File: src/rtl/ac_pkg.sv
// Shared constants, FSM state type and frame-geometry helpers for the access-control AXIS master.
package ac_pkg;

    localparam int AC_AXIS_LANE_W = 32;
    localparam int AC_PAD_W       = 8;

    typedef enum logic {
        ST_IDLE,
        ST_STREAM
    } axis_state_e;

    function automatic int beats_per_row(input int img_w, input int n_par);
        return img_w / n_par;
    endfunction

    function automatic int rows_per_frame(input int img_h);
        return img_h;
    endfunction

endpackage

File: src/rtl/ac_skid2.sv
// Two-entry fall-through FIFO: when empty, the incoming word is presented on the output in the
// same cycle, so a read can be chained straight through without a bubble.
module ac_skid2 #(
    parameter int W = 48
) (
    input  logic         clk,
    input  logic         rst,
    input  logic         in_valid,
    output logic         in_ready,
    input  logic [W-1:0] in_data,
    output logic         out_valid,
    input  logic         out_ready,
    output logic [W-1:0] out_data,
    output logic [1:0]   occupancy
);

    logic [W-1:0] mem [2];
    logic         wr_ptr;
    logic         rd_ptr;
    logic [1:0]   count;
    logic         wr_en;
    logic         rd_en;
    logic         push_store;
    logic         pop_store;

    assign in_ready  = (count != 2'd2);
    assign out_valid = (count != 2'd0) | in_valid;
    assign out_data  = (count != 2'd0) ? mem[rd_ptr] : in_data;
    assign occupancy = count;

    assign wr_en = in_valid & in_ready;
    assign rd_en = out_valid & out_ready;

    // A word that bypasses an empty FIFO is never stored.
    assign push_store = wr_en & ~((count == 2'd0) & rd_en);
    assign pop_store  = rd_en & (count != 2'd0);

    always_ff @(posedge clk) begin
        if (push_store) begin
            mem[wr_ptr] <= in_data;
        end
    end

    always_ff @(posedge clk) begin
        if (rst) begin
            wr_ptr <= 1'b0;
            rd_ptr <= 1'b0;
            count  <= 2'd0;
        end else begin
            if (push_store) begin
                wr_ptr <= ~wr_ptr;
            end
            if (pop_store) begin
                rd_ptr <= ~rd_ptr;
            end
            count <= count + {1'b0, push_store} - {1'b0, pop_store};
        end
    end

endmodule

File: src/rtl/ac_axis_master.sv
// AXI-Stream master after the access-control output buffer: pops pixel words, pads lanes to 32 bits,
// and marks frame start (tuser) / frame or row end (tlast). Define AC_AXIS_TLAST_ROW_EN for per-row tlast.
module ac_axis_master
    import ac_pkg::*;
#(
    parameter int UPSP_WRTDATA_WIDTH = 24,
    parameter int N_PARALLEL         = 2,
    parameter int DST_IMG_WIDTH      = 4096,
    parameter int DST_IMG_HEIGHT     = 2160
) (
    input  logic                                     clk,
    input  logic                                     rst,
    input  logic [UPSP_WRTDATA_WIDTH*N_PARALLEL-1:0] buf_rdata,
    input  logic                                     buf_empty,
    output logic                                     buf_rd,
    output logic [AC_AXIS_LANE_W*N_PARALLEL-1:0]     m_axis_tdata,
    output logic [4*N_PARALLEL-1:0]                  m_axis_tkeep,
    output logic                                     m_axis_tvalid,
    input  logic                                     m_axis_tready,
    output logic                                     m_axis_tlast,
    output logic                                     m_axis_tuser,
    output logic                                     frame_done
);

    localparam int PIX_W  = UPSP_WRTDATA_WIDTH;
    localparam int WORD_W = PIX_W * N_PARALLEL;
    localparam int BEATS  = beats_per_row(DST_IMG_WIDTH, N_PARALLEL);
    localparam int ROWS   = rows_per_frame(DST_IMG_HEIGHT);
    localparam int COL_W  = (BEATS > 1) ? $clog2(BEATS) : 1;
    localparam int ROW_W  = (ROWS > 1) ? $clog2(ROWS) : 1;

    axis_state_e state, state_nxt;

    logic              inflight;
    logic              skid_in_ready;
    logic              skid_out_valid;
    logic              skid_out_ready;
    logic [WORD_W-1:0] skid_out_data;
    logic [1:0]        skid_occ;
    logic              load;
    logic              accept;
    logic              last_col;
    logic              last_row;
    logic [COL_W-1:0]  col_cnt;
    logic [ROW_W-1:0]  row_cnt;
    logic [AC_AXIS_LANE_W*N_PARALLEL-1:0] padded;

    // Reserve a slot for every read before issuing it, counting the one still in flight.
    assign buf_rd = ~rst & ~buf_empty & skid_in_ready &
                    (({1'b0, skid_occ} + {2'b00, inflight}) < 3'd2);

    always_ff @(posedge clk) begin
        if (rst) begin
            inflight <= 1'b0;
        end else begin
            inflight <= buf_rd;
        end
    end

    ac_skid2 #(
        .W(WORD_W)
    ) u_skid (
        .clk       (clk),
        .rst       (rst),
        .in_valid  (inflight),
        .in_ready  (skid_in_ready),
        .in_data   (buf_rdata),
        .out_valid (skid_out_valid),
        .out_ready (skid_out_ready),
        .out_data  (skid_out_data),
        .occupancy (skid_occ)
    );

    for (genvar j = 0; j < N_PARALLEL; j++) begin : g_lane
        assign padded[j*AC_AXIS_LANE_W +: AC_AXIS_LANE_W] =
            {{AC_PAD_W{1'b0}}, skid_out_data[j*PIX_W +: PIX_W]};
    end

    always_ff @(posedge clk) begin
        if (rst) begin
            state <= ST_IDLE;
        end else begin
            state <= state_nxt;
        end
    end

    always_comb begin
        state_nxt      = state;
        skid_out_ready = 1'b0;
        case (state)
            ST_IDLE: begin
                skid_out_ready = 1'b1;
                if (skid_out_valid) begin
                    state_nxt = ST_STREAM;
                end
            end
            ST_STREAM: begin
                skid_out_ready = m_axis_tready;
                if (m_axis_tready && !skid_out_valid) begin
                    state_nxt = ST_IDLE;
                end
            end
            default: state_nxt = ST_IDLE;
        endcase
    end

    assign load          = skid_out_valid & skid_out_ready;
    assign m_axis_tvalid = (state == ST_STREAM);
    assign accept        = m_axis_tvalid & m_axis_tready;
    assign m_axis_tkeep  = '1;

    always_ff @(posedge clk) begin
        if (rst) begin
            m_axis_tdata <= '0;
        end else if (load) begin
            m_axis_tdata <= padded;
        end
    end

    assign last_col = (col_cnt == COL_W'(BEATS - 1));
    assign last_row = (row_cnt == ROW_W'(ROWS - 1));

    // Counters hold the position of the beat currently on the bus.
    always_ff @(posedge clk) begin
        if (rst) begin
            col_cnt    <= '0;
            row_cnt    <= '0;
            frame_done <= 1'b0;
        end else begin
            frame_done <= accept & last_col & last_row;
            if (accept) begin
                if (last_col) begin
                    col_cnt <= '0;
                    row_cnt <= last_row ? '0 : row_cnt + ROW_W'(1);
                end else begin
                    col_cnt <= col_cnt + COL_W'(1);
                end
            end
        end
    end

    assign m_axis_tuser = m_axis_tvalid & (col_cnt == '0) & (row_cnt == '0);

`ifdef AC_AXIS_TLAST_ROW_EN
    assign m_axis_tlast = m_axis_tvalid & last_col;
`else
    assign m_axis_tlast = m_axis_tvalid & last_col & last_row;
`endif

endmodule

File: config.mk
export PLATFORM = sky130hd
export DESIGN_NAME = ac_axis_master
export DESIGN_NICKNAME = d
export VERILOG_FILES = /design/src/rtl/ac_pkg.sv /design/src/rtl/ac_skid2.sv /design/src/rtl/ac_axis_master.sv
export SDC_FILE = /design/constraint.sdc
export NUM_CORES = 1
export LEC_CHECK = 0
export CORE_ASPECT_RATIO = 1.75
export CORE_UTILIZATION = 35
export DETAILED_ROUTE_END_ITERATION = 8
export GPL_ROUTABILITY_DRIVEN = 0
export PLACE_DENSITY = 0.62
export SLEW_MARGIN = 30
export SYNTH_ARGS = -nofsm -noshare
export SYNTH_HDL_FRONTEND = slang
export SYNTH_SLANG_ARGS = --single-unit
export TNS_END_PERCENT = 20
File: constraint.sdc
create_clock -name clk -period 3.9 [get_ports clk]
set_input_delay 0.78 -clock clk [delete_from_list [all_inputs] [get_ports clk]]
set_output_delay 0.78 -clock clk [all_outputs]
set_load 0.05 [all_outputs]
==> results.ini <==
[run_status]
status = complete, no violations

[global_routing]
met2_usage = 0.288
overflow = 0
grt.met1_usage = 0.162
grt_pass1_wl_um = 24600
grt_pass1_vias = 4861
grtUsageTotal = 0.156
antenna_found_initial = 1
grt_max_degree = 98
grt-busiest-layer = met2
met3_usage = 0.0368

[logic_synthesis]
yosys.area.top_type = edfxtp_1
synthCells = 627
synth_ff_type = edfxtp_1
ys_ff_latch = 175
synth.avg_cell_area_sq_um = 11.4
synth_edf_count = 96
synth_top_cells_by_count = nand2_1 (108), edfxtp_1 (96), dfxtp_1 (79)
synth_cell_type_count = 39
netlist_area_sq_um = 7140
synth_area_leaders = edfxtp_1 (40%), dfxtp_1 (22%), mux2i_1 (6.7%)
yosysMostFrequentCell = nand2_1
yosysSeqAreaShare = 0.625
yosys_warnings = 0
async_flop_share = 0
netlist.area_leader.share = 0.404

[finish]
finalNetCount = 773
syn_to_final_growth_pct = 25.0
drive_gt1_frac = 0.0686
multi_input_area_sq_um = 2420
fillers = 1822
fin_cells = 975
seq_area_sq_um = 4470

[floorplanning]
die_area_sq_um = 21000
die_y_um = 191
initial_core_util = 0.360
die_x_um = 110
row_count = 68
core-area_sq_um = 19800
ios = 129

[sta]
fmax_mhz = 279
fin_crit_sh = 0.918
finalHoldViolations = 0
worstMarginPinSlew_ps = 884
skew_ps = 10.8
whs_ps = 455
final.setup.worst_slack_ps = 319
max-slew-margin-rel = 0.411
rsz0062_at_grt = no
min_period_ps = 3580
fin_tns_setup_ps = 0
setup_viol = 0
final-max-slew-violation-count = 0

[drt]
routed_wirelength_um = 15700
ant_nets = 0
routed_via_density = 5.07
drc = 0
via_count = 4941
first_pass_iters = 6
wl_per_cell_um = 16.1
dr.first_iter.drc_count = 139

[power_and_ir_drop]
power_density_nw_per_um2 = 733
leakage_uw = 0.00292
peakVddDrop_v = 0.000511
total_power_uw = 6540

[cts]
clkLatencyLatePin_ps = 430
cts_buffers = 17
cts.path.max_buffers = 2
cts-htree-levels = 4
worst_setup_hold_path_clk_slew_ps = 60
cts.sinks = 175
cts_hold_buf = 0
post_cts_buffers = 0
cts_resized = 0
cts-root-buf = clkbuf_16
cts_tree = yes

[setup_path]
crit_arrival_ps = 2800
crit_path_top_delay_cell = clkdlybuf4s50_1
rrSetupSlack_ps = 1750
crit_path_start = row_cnt[7]$_SDFFE_PP0P_
cp.required_ps = 3120
critPathBufInv = 1
r2r_start = col_cnt[0]$_SDFFE_PP0P_
critPathCaptureType = output pin
path_max_fanout = 6
worstPathCellList = or4_1, nor4_1, and3_1, clkdlybuf4s50_1
cp_top_family = simple AND/OR/NAND/NOR gates
slowest_delay_ps = 810
worstSetupPathType = reg2out
start_kind = register

[placed_design]
dp.cells = 941
place_ws_ps = 705
portBuffers = 104
post-dp-hpwl_um = 10200

[hold_path]
min_from = m_axis_tdata[20]$_SDFFE_PP0N_
min_path_type = reg2reg

[flow_run]
max_cap_violations = 0

layer usage:
metal  vias up  routed length (um)
met1      2393                6220
li1       2412                   -
met4         0                 348
met3        22                 603
met5         -                   0
met2       114                8520
path summary, 6_finish.rpt:
path                                         to  cells past startpoint
hold reg to reg   m_axis_tdata[20]$_SDFFE_PP0N_                      2
hold / removal    m_axis_tdata[20]$_SDFFE_PP0N_                      2
setup / recovery                   m_axis_tlast                      4
setup reg to reg       row_cnt[11]$_SDFFE_PP0P_                      5
through the flow:
stage | area, sq um | utilization
after global placement | 8330 | 0.420
final | 8930 | 0.450
after CTS | 8910 | 0.449
after floorplan | 7230 | -
after detailed placement | 8330 | 0.420
after global routing | 8930 | 0.450
area by class of cell:
cell class / instances / share of cell area
flip-flops and latches: 175 / 0.500
well taps: 245 / 0.0343
clock buffers: 18 / 0.0492
diodes: 1 / 0.000280
multi-input cells: 403 / 0.271
inverters: 8 / 0.00336
clock inverters: 14 / 0.0157
repair buffers: 111 / 0.126
power breakdown:
| part | switching, uW | internal, uW | total (uW) |
|---|---|---|---|
| clock | 708 | 958 | 1670 |
| sequential | 228 | 2250 | 2480 |
| combinational | 1600 | 806 | 2400 |
| total | 2530 | 4010 | 6540 |
cell usage in the layout, fill, tap and decap left out, types with 2 or more instances in the layout:
cell	netlist	layout
o211ai_1	48	48
clkinvlp_4	0	3
buf_4	24	4
xor2_1	7	7
or2_2	3	2
dfxtp_1	79	78
inv_6	0	3
a21oi_1	61	61
xnor2_1	7	7
edfxtp_1	96	96
nand2_1	108	108
nand4_1	6	6
clkinv_1	0	2
or3_1	12	12
clkbuf_16	0	17
nor2_1	18	15
buf_12	0	3
ha_1	5	5
nor2_4	0	3
o31ai_1	2	2
nor4_1	7	7
clkinv_2	0	3
nor3_1	9	9
nand3_1	8	8
bufinv_16	0	2
and3_1	2	2
conb_1	2	24
o21ai_0	9	9
or4_1	5	5
nand4_2	2	2
clkdlybuf4s50_1	0	103
inv_1	8	8
mux2i_1	48	48
state kept, by name (all words and copies together) (netlist names), named ones only:
signal and flops:
u_skid.wr_ptr 1, m_axis_tvalid 1, u_skid.rd_ptr 1, m_axis_tdata 48
col_cnt 11, frame_done 1, u_skid.mem 96, row_cnt 12
inflight 1, u_skid.occupancy 2
logic make-up (layout without fill, tap and decap cells):
logic type / count (synthesis) / count (layout) / share of synthesized area
simple gates: 187 / 187 / 0.122
flops: 175 / 175 / 0.625
compound gates: 125 / 125 / 0.107
mux: 48 / 48 / 0.0673
other cells: 2 / 25 / 0.00105
fa+ha+maj: 5 / 5 / 0.00876
buf+inv: 71 / 151 / 0.0518
xor+xnor: 14 / 14 / 0.0172
worst reg2reg max path: stages (launching register included):
cell and delay [ps]:
dfxtp_1 390, ha_1 250, nand4_2 210, or4_1 680, or3_1 400, a21oi_1 150
Power figures use the tool's default switching activity.
